[src/rtl/multicycle_controller.sv]
// Moore control FSM for the multicycle MIPS datapath; 2-5 cycles per instruction (FETCH back to FETCH).
// No backpressure: advances every clock; pcen and ULAcontrol are combined with zero/funct outside the registers.
module multicycle_controller #(
  parameter int STATE_W = 4
) (
  input  logic               clk,
  input  logic               reset,
  input  logic [5:0]         op,
  input  logic [5:0]         funct,
  input  logic               zero,
  output logic               pcen,
  output logic               iord,
  output logic               memread,
  output logic               memwrite,
  output logic               irwrite,
  output logic               memtoreg,
  output logic               regdst,
  output logic               regwrite,
  output logic               ULAsrcA,
  output logic [1:0]         ULAsrcB,
  output logic [1:0]         pcsrc,
  output logic [2:0]         ULAcontrol,
  output logic [STATE_W-1:0] dbg_state
);

  typedef enum logic [3:0] {
    FETCH   = 4'd0,  DECODE  = 4'd1,  MEMADR  = 4'd2,  MEMRD  = 4'd3,
    MEMWB   = 4'd4,  MEMWR   = 4'd5,  RTYPEEX = 4'd6,  RTYPEWB = 4'd7,
    BEQEX   = 4'd8,  ADDIEX  = 4'd9,  ADDIWB  = 4'd10, JEX    = 4'd11
  } state_t;

  typedef enum logic [1:0] {UOP_NONE, UOP_ADD, UOP_SUB, UOP_FUNCT} ulaop_t;

  typedef struct packed {
    logic       pcwrite;
    logic       branch;
    logic       iord;
    logic       memread;
    logic       memwrite;
    logic       irwrite;
    logic       memtoreg;
    logic       regdst;
    logic       regwrite;
    logic       srca;
    logic [1:0] srcb;
    logic [1:0] pcsrc;
    ulaop_t     ulaop;
  } ctrl_t;

  localparam logic [5:0] OP_LW = 6'b100011, OP_SW = 6'b101011, OP_RTYPE = 6'b000000;
  localparam logic [5:0] OP_BEQ = 6'b000100, OP_ADDI = 6'b001000, OP_J = 6'b000010;

  state_t state, nxt;
  ctrl_t  ctrl;

  // Control word for a state; registered together with the state so the outputs never glitch.
  function automatic ctrl_t decode_state(state_t s);
    ctrl_t c;
    c = '0;
    case (s)
      FETCH:   begin c.memread = 1'b1; c.irwrite = 1'b1; c.srcb = 2'b01;
                     c.ulaop = UOP_ADD; c.pcwrite = 1'b1; end
      DECODE:  begin c.srcb = 2'b11; c.ulaop = UOP_ADD; end
      MEMADR:  begin c.srca = 1'b1; c.srcb = 2'b10; c.ulaop = UOP_ADD; end
      MEMRD:   begin c.iord = 1'b1; c.memread = 1'b1; end
      MEMWB:   begin c.regwrite = 1'b1; c.memtoreg = 1'b1; end
      MEMWR:   begin c.iord = 1'b1; c.memwrite = 1'b1; end
      RTYPEEX: begin c.srca = 1'b1; c.ulaop = UOP_FUNCT; end
      RTYPEWB: begin c.regwrite = 1'b1; c.regdst = 1'b1; end
      BEQEX:   begin c.srca = 1'b1; c.ulaop = UOP_SUB; c.pcsrc = 2'b01; c.branch = 1'b1; end
      ADDIEX:  begin c.srca = 1'b1; c.srcb = 2'b10; c.ulaop = UOP_ADD; end
      ADDIWB:  c.regwrite = 1'b1;
      JEX:     begin c.pcsrc = 2'b10; c.pcwrite = 1'b1; end
      default: c = '0;
    endcase
    return c;
  endfunction

  always_comb begin
    nxt = FETCH;
    case (state)
      FETCH:   nxt = DECODE;
      DECODE:
        case (op)
          OP_LW, OP_SW: nxt = MEMADR;
          OP_RTYPE:     nxt = RTYPEEX;
          OP_BEQ:       nxt = BEQEX;
          OP_ADDI:      nxt = ADDIEX;
          OP_J:         nxt = JEX;
          default:      nxt = FETCH;
        endcase
      MEMADR:  nxt = (op == OP_SW) ? MEMWR : MEMRD;
      MEMRD:   nxt = MEMWB;
      RTYPEEX: nxt = RTYPEWB;
      ADDIEX:  nxt = ADDIWB;
      default: nxt = FETCH;
    endcase
  end

  always_ff @(posedge clk or posedge reset) begin
    if (reset) begin
      state <= FETCH;
      ctrl  <= decode_state(FETCH);
    end else begin
      state <= nxt;
      ctrl  <= decode_state(nxt);
    end
  end

  // funct is only consulted while executing an R-type; the IR is stable by then.
  always_comb begin
    ULAcontrol = 3'b000;
    case (ctrl.ulaop)
      UOP_ADD:   ULAcontrol = 3'b010;
      UOP_SUB:   ULAcontrol = 3'b110;
      UOP_FUNCT:
        case (funct)
          6'b100010: ULAcontrol = 3'b110;
          6'b100100: ULAcontrol = 3'b000;
          6'b100101: ULAcontrol = 3'b001;
          6'b101010: ULAcontrol = 3'b111;
          default:   ULAcontrol = 3'b010;
        endcase
      default:   ULAcontrol = 3'b000;
    endcase
  end

  assign pcen      = ctrl.pcwrite | (ctrl.branch & zero);
  assign iord      = ctrl.iord;
  assign memread   = ctrl.memread;
  assign memwrite  = ctrl.memwrite;
  assign irwrite   = ctrl.irwrite;
  assign memtoreg  = ctrl.memtoreg;
  assign regdst    = ctrl.regdst;
  assign regwrite  = ctrl.regwrite;
  assign ULAsrcA   = ctrl.srca;
  assign ULAsrcB   = ctrl.srcb;
  assign pcsrc     = ctrl.pcsrc;
  assign dbg_state = STATE_W'(state);

endmodule

[config.mk]
export PLATFORM = sky130hd
export DESIGN_NAME = multicycle_controller
export DESIGN_NICKNAME = d
export VERILOG_FILES = /design/src/rtl/multicycle_controller.sv
export SDC_FILE = /design/constraint.sdc
export NUM_CORES = 1
export LEC_CHECK = 0
export BUFFER_PORTS_ARGS = -buffer_cell sky130_fd_sc_hd__buf_2
export CORE_ASPECT_RATIO = 1.4
export CORE_MARGIN = 2
export CORE_UTILIZATION = 43
export CTS_BUF_LIST = sky130_fd_sc_hd__clkbuf_16
export DETAILED_ROUTE_END_ITERATION = 7
export MAX_ROUTING_LAYER = met4
export PLACE_DENSITY_LB_ADDON = 0.05
export REMOVE_ABC_BUFFERS = 1
export SYNTH_ARGS = -nofsm -noshare
export SYNTH_HDL_FRONTEND = slang
export SYNTH_SLANG_ARGS = --single-unit
[constraint.sdc]
create_clock -name clk -period 1.9 [get_ports clk]
set_input_delay 0.095 -clock clk [delete_from_list [all_inputs] [get_ports clk]]
set_output_delay 0.095 -clock clk [all_outputs]
set_load 0.05 [all_outputs]
---- Yosys cells after proc, flatten, opt, wreduce, memory -nomap -nowiden ----
Cells that the tools add are included.
storage, ports and cells
  memory bits (writable) .................. 0
  memories kept ........................... 0
  latch bits .............................. 0
  output and inout port bits .............. 20
  logic and storage cells ................. 73
  register bits ........................... 20
  ROM bits ................................ 0
  input bits .............................. 15
operators by class
  bitwise operators ....................... 2
  $lt $le $gt $ge ......................... 0
  shift-type cells ........................ 0
  divide/modulo/power cells ............... 0
  multiply operators ...................... 0
  equal/unequal tests ..................... 28
  add/sub/neg operators ................... 0
  reduce and logical (&&, ||, !) cells .... 11
  muxes and demuxes ....................... 18
operators by type and width
  kind                                                             number
  6-bit == test, second input constant                             6
  4-bit one-hot mux with 6 select lines                            1
  4-bit by 3-bit == test with 1-bit output, second input constant  5
  4-bit == test, second input constant                             5
  4-bit one-hot mux with 5 select lines                            1
  4-bit by 2-bit == test with 1-bit output, second input constant  4
  2-bit one-hot mux with 3 select lines                            2
  3-bit one-hot mux with 4 select lines                            1
  1-bit 2-to-1 mux                                                 10
  2-bit OR reduction                                               5
  3-bit one-hot mux with 3 select lines                            1
  4-bit by 1-bit == test with 1-bit output, second input constant  2
  4-bit logical NOT                                                2
  4-bit OR reduction                                               2
  6-bit by 2-bit == test with 1-bit output, second input constant  1
  6-bit by 3-bit == test with 1-bit output, second input constant  1
  6-bit by 4-bit == test with 1-bit output, second input constant  1
  6-bit logical NOT                                                1
  2-bit == test, second input constant                             2
  2-bit one-hot mux with 2 select lines                            1
  3-bit 2-to-1 mux                                                 1
  3-bit OR reduction                                               1
  2-bit by 1-bit == test with 1-bit output, second input constant  1
  1-bit AND                                                        1
  1-bit OR                                                         1

---- Longest topological paths before layout ----
Gate-level depths: netlist of run 1.
  depth after elaboration ................. 7
  depth in mapped cells ................... 8
  mapped depth without buffers ............ 6

---- Least setup slack after synthesis of run 1 ----
No wires, ideal clock.
  kind .................................... flip-flop to flip-flop
  start ................................... register state[0], in the netlist dbg_state[0]
  end ..................................... register ctrl (netlist bit ULAsrcA)
  required time ........................... 1.766 ns
  clock period less this slack ............ 1.863 ns
  arrival time ............................ 1.728 ns
  path slack .............................. 0.037 ns
  cell stages (with the launch flop) ...... 8
  cell sequence ........................... dfrtp_1 and4bb_1 a21oi_1 and3_4 buf_8 clkinv_2 nand4_1 o311ai_1
between the ends
  longest elaborated chain between the ends .. 5
  elaborated cells on any way between the ends .. 13
  classes of those cells .................. eq/ne (9); mux (2); reduce/logical (2)
ends and longest elaborated chain
  element                                    RTL line  source
  from (decl)                                53        state_t state, nxt;
  from (signal assigned)                     105       state <= nxt;
  4-bit == test (tied with other cells)      81        case (state)
  4-bit one-hot mux with 6 select lines (*)  81
  net nxt[1]                                 53
  4-bit == test (tied with other cells)      60        case (s)
  4-bit OR reduction (no source line) (*)    -
  1-bit 2-to-1 mux (*)                       60
  to (signal assigned)                       103       ctrl <= decode_state(FETCH);
  to (signal assigned)                       106       ctrl <= decode_state(nxt);
  to (decl)                                  54        ctrl_t ctrl;
Mark *: on every way through the listed nets, which the timed path passes. The rest lies on a longest branch.

---- Final worst setup path of run 1 ----
  start ................................... register state[1], in the netlist dbg_state[1]
  end ..................................... register ctrl (netlist bit ULAsrcA)
The elaborated chain is that of the path after synthesis.

==> reports/metrics.cfg, run 1 <==
[setup_path]
worstPathArrival_ps = 1850
worstPathCellList = and4bb_1 -> a21oi_1 -> and3_4 -> clkinv_2 -> nand4_1 -> o311ai_1
cp_slowest_stage_delay_ps = 510
crit_family = simple AND/OR/NAND/NOR gates
worstSetupPathType = flop to flop
worstPathRequired_ps = 2020
worst-path-buf-inv = 1
crit_path_start_kind = flop
cp_max_fo = 10
worstSetupEndpointType = flop
reg2reg_slack_ps = 160
crit_slowest_cell = dfrtp_1

[sta]
fmax_mhz = 576
relSlewSlack = 0.516
tns_ps = 0
rsz0062_at_grt = false
slew_viol_final = 0
layout_min_cycle_time_ps = 1740
finalHoldViolations = 0
fin_skew_ps = 0.946
finalWorstSetupSlack_ps = 164
tightestPinTransition_ps = 725
setup_violations = 0
fin_crit_sh = 0.913

[grt]
groute.usage.overall = 0.180
overflow = 0
antenna_found_initial = 0
grt_pass1_wl_mm = 3.41
grt_max_degree = 20
grt_pass1_vias = 771

[finish]
mostFrequentLayoutCells = buf_2, dfrtp_1, nor2_1
layout.nets = 143
area_delta_synth_final_pct = 24.0
drive_above_1_share = 0.496
utilization = 0.545
antenna_cells = 0
seq_area_um2 = 484
multi_input_area_um2 = 454
final_cell_area_um2 = 1270
layout_commonest_cell = buf_2
n_fill_cell = 220

[placement]
io_buffers = 34
place_congestion = 0.857
post_dp_cell_area_um2 = 1180
dp_hpwl_mm = 1.70
place_ws_ps = 149

[power]
ir_drop_v = 0.000874
power_mw = 1.95
cellLeakagePower_nw = 0.657
power_density_nw_per_um2 = 1530

[drt]
dr.first_iter.drc_count = 10
drc = 0
viasPerCell = 5.47
wirelength_mm = 2.27
vias = 820
wire_per_inst_um = 15.1
drtAntennaViolNets = 0
drt-pass1-iter-count = 4

[floorplanning]
initial_core_util = 0.440
io_pins = 35
fp.dieH_um = 61.9
die_area_um2 = 2800
die_x_um = 45.3
design.core.area_um2 = 2340
row_count = 21

[synthesis]
ys_top_cells_by_area = dfrtp_1, dfstp_2, buf_4
yosysSeqAreaShare = 0.468
syn_area_per_cell_um2 = 11.1
ys_seq_elements = 19
ys_types = 46
synth_warnings = 0
synth_cells = 93
synth_top_area_frac = 0.341
syn_area_um2 = 1030
yosys.area.top_type = dfrtp_1

[clock_network]
clk-insertion-delay-late_ps = 250
cts.sinks = 19
clockBufferDepth = 2
htreeDepth = 1
cts_root_buf = clkbuf_16
cts_tree = built
cts.clk_slew.worst_paths_ps = 50
cts_buffers = 3

[outcome]
status = finished clean

[job]
max_cap_violations = 0

[worst_hold_path]
hp-class = input port to flop

cell families after synthesis:
kind of cell,share of synthesized area
compound gates,0.179
xor+xnor,0.00852
buf+inv,0.0900
flops,0.468
simple gates,0.254
cell usage after synthesis, drive strengths merged:
master / instances
a21boi: 1
a21o: 2
a21oi: 4
a22oi: 1
a311o: 1
and2b: 1
and3: 4
and4bb: 1
buf: 7
clkinv: 2
dfrtp: 14
dfstp: 5
inv: 6
nand2: 7
nand2b: 1
nand3: 2
nand4: 3
nor2: 8
nor2b: 1
nor3: 3
nor3b: 3
nor4b: 1
o2111ai: 2
o21a: 1
o21ai: 1
o21bai: 1
o221ai: 1
o311ai: 1
o31ai: 2
o32ai: 1
o41ai: 1
or2b: 1
or3: 1
or4: 1
xnor2: 1
worst reg2reg max path: stages, from the launching register on:
cell and delay, ps:
dfrtp_1 510, and4bb_1 280, a21oi_1 190, and3_4 290, clkinv_2 80, nand4_1 150, o311ai_1 120
path summary, 6_finish.rpt:
kind	startpoint	to	cells past startpoint
worst min register to register	dbg_state[2]	iord	1
worst min-delay path	op[4]	memread	3
min in group asynchronous	reset	regdst	3
worst max-delay path	dbg_state[1]	ULAsrcA	6
max in group asynchronous	reset	dbg_state[0]	3
worst max register to register	dbg_state[1]	ULAsrcA	6
repair_timing:
| action | 4_1_cts | 5_1_grt |
|---|---|---|
| hold buffers | 1 | 0 |
| buffers inserted | 0 | 0 |
| endpoints found under the hold margin | 14 | 0 |
| resized for setup | 0 | 2 |
| setup endpoints to repair | 0 | 1 |
metal layers:
layer / vias up / part of all wire / GRT usage
met5: - / 0 / -
met4: 0 / 0.0084 / 0.0630
met3: 2 / 0.045 / 0.0260
met2: 26 / 0.56 / 0.337
met1: 395 / 0.39 / 0.188
li1: 397 / - / -
power breakdown:
part | internal, mW | total [mW] | switching [mW]
logic | 0.244 | 0.887 | 0.643
clock network | 0.282 | 0.427 | 0.146
registers | 0.544 | 0.639 | 0.0948
cell type report:
type	instances	area share
Sequential cell	19	0.380
Inverter	8	0.0255
Timing Repair Buffer	37	0.153
Clock buffer	3	0.0589
Multi-Input combinational cell	59	0.356
Tap cell	23	0.0226
Clock inverter	1	0.00393
sequential cells by signal (all words and copies together) (netlist names):
name and flops:
ULAsrcA 1, regwrite 1, ULAsrcB 2, memread 1, irwrite 1, memwrite 1, ctrl 3, dbg_state 4
pcsrc 2, iord 1, regdst 1, memtoreg 1
metrics by stage:
step | hold slack [ps] | cells
CTS | 154 | 150
finish | 159 | 150
detailed placement | 246 | 145
global placement | 225 | 145
floorplan | 42.4 | 86
global route | 178 | 150
(Power assumes the default switching activity.)
==> inputs of run 2 (changes only) <==
--- a/config.mk
+++ b/config.mk
@@ -12,8 +12,7 @@
 export CTS_BUF_LIST = sky130_fd_sc_hd__clkbuf_16
 export DETAILED_ROUTE_END_ITERATION = 7
 export MAX_ROUTING_LAYER = met4
-export PLACE_DENSITY_LB_ADDON = 0.05
-export REMOVE_ABC_BUFFERS = 1
+export PLACE_DENSITY = 0.7
 export SYNTH_ARGS = -nofsm -noshare
 export SYNTH_HDL_FRONTEND = slang
 export SYNTH_SLANG_ARGS = --single-unit
==> run 2 against run 1 <==
Compared with the run above:
- count of clock-buffer cells in the layout did not move
- non-clock buffer count is 1 lower
- clock skew up 2.8 ps
- maximum frequency is 0.29% higher
- power fell by 2.1%
- first-iteration DRC count increased by 80%
- via count shrank 1.1%
- die area is the same
- clock power down 4%
- wire length down 8.9%
- critical path type unchanged
- largest power group unchanged
- highest routed layer unchanged
==> reports/metrics.cfg, run 2 (synthesized netlist as in run 1, its figures left out) <==
[outcome]
status = finished clean

[sta]
layout_min_cycle_time_ps = 1730
setup_violations = 0
tightestPinTransition_ps = 663
rsz0062_at_grt = false
tns_ps = 0
fin_crit_sh = 0.911
fin_skew_ps = 3.78
fmax_mhz = 578
finalHoldViolations = 0
slew_viol_final = 0
finalWorstSetupSlack_ps = 169
relSlewSlack = 0.557

[clock_network]
cts_root_buf = clkbuf_16
clk-insertion-delay-late_ps = 250
cts.clk_slew.worst_paths_ps = 50
cts_tree = built
cts_buffers = 3
clockBufferDepth = 2
post_cts.repair.setup_buffers = 0
cts.sinks = 19
htreeDepth = 1

[finish]
multi_input_area_um2 = 454
n_fill_cell = 207
drive_above_1_share = 0.476
area_delta_synth_final_pct = 23.0
layout_commonest_cell = buf_2
seq_area_um2 = 483
layout.nets = 142
largest_reg_flops = 4
antenna_cells = 0
mostFrequentLayoutCells = buf_2, dfrtp_1, nor2_1

[grt]
grt_max_degree = 20
groute.usage.overall = 0.161
grt_pass1_vias = 727
grt_pass1_wl_mm = 3.16
overflow = 0
antenna_found_initial = 0

[synthesis]
syn_nets = 108

[placement]
io_buffers = 34
place_congestion = 0.820
place_ws_ps = 167
dp_hpwl_mm = 1.64

[setup_path]
crit_slowest_cell = dfrtp_1
cp.depth = 6
cp_max_fo = 9
worstPathRequired_ps = 2020
reg2reg_slack_ps = 170
crit_path_start_kind = flop
worstSetupPathType = flop to flop
cp_slowest_stage_delay_ps = 500
worstPathCellList = and4bb_1 -> a21oi_1 -> and3_4 -> clkinv_2 -> nand4_1 -> o311ai_1
r2r_end = ULAsrcA
r2r.worst_path.cells = 6
worst-path-buf-inv = 1
worstPathArrival_ps = 1850
worstSetupEndpointType = flop
r2r_start = dbg_state[2]
crit_family = simple AND/OR/NAND/NOR gates

[floorplanning]
design.core.area_um2 = 2340
die_x_um = 45.3
initial_core_util = 0.440
row_count = 21
io_pins = 35
die_area_um2 = 2800
fp.dieH_um = 61.9

[worst_hold_path]
min_from = op[4]
hold_depth = 3
hold-path-endpoint = memread
hp-class = input port to flop

[drt]
drc = 0
wire_per_inst_um = 13.9
drtAntennaViolNets = 0
met1_length_um = 834
vias = 811
dr_wl_met3_um = 80
dr.first_iter.drc_count = 18
met2_length_mm = 1.11
viasPerCell = 5.44
routed.top_layer = met4
wirelength_mm = 2.07
drt-pass1-iter-count = 4

[power]
cellLeakagePower_nw = 0.655
power_density_nw_per_um2 = 1510
ir_drop_v = 0.000562

[job]
max_cap_violations = 0

-- run 2: worst max path at each step --
| stage | from | to | slack, ps |
|---|---|---|---|
| after global placement | dbg_state[0] | ULAsrcA | 180 |
| after floorplan | dbg_state[0] | ULAsrcA | 40 |
| after detailed placement | dbg_state[0] | ULAsrcA | 170 |
| after global routing | dbg_state[3] | ULAsrcA | 70 |
| after CTS | dbg_state[0] | ULAsrcA | 130 |
| final | dbg_state[2] | ULAsrcA | 170 |
-- run 2: worst min-delay path, cell delays in order --
cell and delay, ps:
buf_2 110, o41ai_1 100, nand2_1 70
-- run 2: area by class of cell --
type	count	area share
inverters	8	0.0257
multi-input cells	59	0.359
repair buffers	36	0.148
clock inverters	1	0.00297
clock buffers	3	0.0593
flip-flops and latches	19	0.382
well taps	23	0.0227
-- run 2: per-layer routing --
layer  track usage  vias up
met2         0.316       26
met4        0.0630        0
li1              -      398
met3             0        4
met5             -        -
met1         0.167      383
-- run 2: per-stage QoR --
step	hold WS, ps	power [mW]	utilization	instances	cell area [um2]
final	157	1.91	0.541	149	1260
after global routing	197	2.02	0.541	149	1260
after CTS	158	1.92	0.540	149	1260
after detailed placement	233	1.51	0.502	144	1170
after global placement	213	1.49	0.502	144	1170
after floorplan	42.4	1.36	-	93	1030
-- run 2: power breakdown --
| group | total, mW | internal, mW | leakage (nW) | switching (mW) |
|---|---|---|---|---|
| logic | 0.869 | 0.241 | 0.372 | 0.629 |
| clock network | 0.409 | 0.279 | 0.0423 | 0.130 |
| registers | 0.633 | 0.544 | 0.242 | 0.0887 |
-- run 2: what timing repair did --
action / 4_1_cts / 5_1_grt
resized for setup: 0 / 1
endpoints found under the setup margin: 0 / 1
hold endpoints to repair: 14 / 0
hold buffers: 1 / 0
==> inputs of run 3 (changes only) <==
--- a/config.mk
+++ b/config.mk
@@ -9,7 +9,7 @@
 export CORE_ASPECT_RATIO = 1.4
 export CORE_MARGIN = 2
 export CORE_UTILIZATION = 43
-export CTS_BUF_LIST = sky130_fd_sc_hd__clkbuf_16
+export CTS_BUF_LIST = sky130_fd_sc_hd__clkbuf_4
 export DETAILED_ROUTE_END_ITERATION = 7
 export MAX_ROUTING_LAYER = met4
 export PLACE_DENSITY = 0.7
==> run 3 against run 2 <==
Compared with the run above:
- cell count stayed put
- power is 11% lower
- non-clock buffer count stayed put
- cell area is 4.0% lower
==> reports/metrics.cfg, run 3 (synthesized netlist as in run 1, its figures left out) <==
[sta]
fin_crit_sh = 0.923
layout_min_cycle_time_ps = 1750
rsz0062_at_grt = false
slew_viol_final = 0
finalHoldViolations = 0
fin_skew_ps = 5.73
tns_ps = 0
setup_violations = 0
relSlewSlack = 0.557
tightestPinTransition_ps = 664
fmax_mhz = 570

[grt]
antenna_found_initial = 0
overflow = 0
grt_max_degree = 20
groute.usage.overall = 0.161
grt_pass1_vias = 718
grt_pass1_wl_mm = 3.14

[power]
power_density_nw_per_um2 = 1400
power_mw = 1.70
ir_drop_v = 0.000555
cellLeakagePower_nw = 0.632

[clock_network]
clockBufferDepth = 2
clk-insertion-delay-late_ps = 290
cts.clk_slew.worst_paths_ps = 100
cts_buffers = 3
cts.sinks = 19
htreeDepth = 1
cts_tree = built
cts_root_buf = clkbuf_4

[finish]
layout_commonest_cell = buf_2
area_delta_synth_final_pct = 18.1
mostFrequentLayoutCells = buf_2, dfrtp_1, nor2_1
drive_above_1_share = 0.476
n_fill_cell = 214
fin_cells = 149
largest_reg_flops = 4
antenna_cells = 0
layout.nets = 142

[setup_path]
r2r_start = dbg_state[0]
worstPathArrival_ps = 1920
crit_path_start = dbg_state[0]
worstSetupEndpointType = flop
cp_max_fo = 10
crit_path_start_kind = flop
worstPathRequired_ps = 2070
worstSetupPathType = flop to flop

[floorplanning]
design.core.area_um2 = 2340
row_count = 21
fp.dieH_um = 61.9
io_pins = 35
die_area_um2 = 2800
die_x_um = 45.3
initial_core_util = 0.440

[outcome]
status = finished clean

[drt]
viasPerCell = 5.49
drtAntennaViolNets = 0
drc = 0
vias = 818
wire_per_inst_um = 13.6
wirelength_mm = 2.02
drt-pass1-iter-count = 6
dr.first_iter.drc_count = 21

[placement]
dp_hpwl_mm = 1.64
place_congestion = 0.820
io_buffers = 34
placed_cells = 144

[job]
max_cap_violations = 0

[synthesis]
syn_nets = 108

[worst_hold_path]
min_from = op[4]
hp-class = input port to flop

-- run 3: changes by cell type in the layout (fill, tap and decap cells not counted) --
cell / before / now
clkbuf_16: 3 / 0
dfrtp_2: 1 / 0
inv_1: 7 / 6
dfrtp_1: 13 / 14
clkbuf_4: 0 / 4
-- run 3: repair_timing --
| item | CTS | global route |
|---|---|---|
| resized for setup | 0 | 0 |
| hold buffers | 1 | 0 |
| endpoints found under the hold margin | 14 | 0 |
| buffers inserted | 0 | 0 |
-- run 3: routing by layer --
| metal | track usage | routed length [um] | vias up |
|---|---|---|---|
| met1 | 0.171 | 815 | 386 |
| met5 | - | 0 | - |
| met2 | 0.306 | 1100 | 28 |
| met4 | 0.0756 | 25 | 0 |
| met3 | 0 | 81 | 3 |
| li1 | - | - | 401 |
-- run 3: path summary, 6_finish.rpt --
| check | to | cells after the start | slack, ps |
|---|---|---|---|
| min in group asynchronous | dbg_state[1] | 3 | 430 |
| max | ULAsrcA | 6 | 150 |
| max in group asynchronous | ULAsrcA | 3 | 1040 |
| max reg2reg | ULAsrcA | 6 | 150 |
| min | memread | 3 | 100 |
| min reg2reg | iord | 1 | 680 |
-- run 3: layout make-up --
cell class | count | area [um2] | area share
inverter | 8 | 32.5 | 0.0268
tap | 23 | 28.8 | 0.0237
sequential | 19 | 482 | 0.396
timing repair buffer | 36 | 188 | 0.154
clock buffer | 4 | 30.0 | 0.0247
multi-input combinational | 59 | 454 | 0.374
-- run 3: where the power goes --
group	total (mW)	switching, mW	internal [mW]	leakage [nW]
registers	0.628	0.0882	0.539	0.243
logic	0.868	0.628	0.241	0.372
clock network	0.207	0.111	0.0959	0.0184
total	1.70	0.827	0.876	0.632
-- run 3: per-stage QoR --
stage | area (um2) | utilization | setup WS (ps) | hold WS, ps
floorplan | 1030 | - | 37.4 | 42.4
global placement | 1170 | 0.502 | 177 | 213
detailed placement | 1170 | 0.502 | 167 | 233
CTS | 1210 | 0.520 | 149 | 100
global route | 1210 | 0.520 | 21.5 | 136
finish | 1210 | 0.520 | 147 | 103
-- run 3: worst max-delay path, cell delays in order (launching register included) --
cell and delay [ps]:
dfrtp_1 580, and4bb_1 280, a21oi_1 200, and3_4 290
clkinv_2 70, nand4_1 110, o311ai_1 110
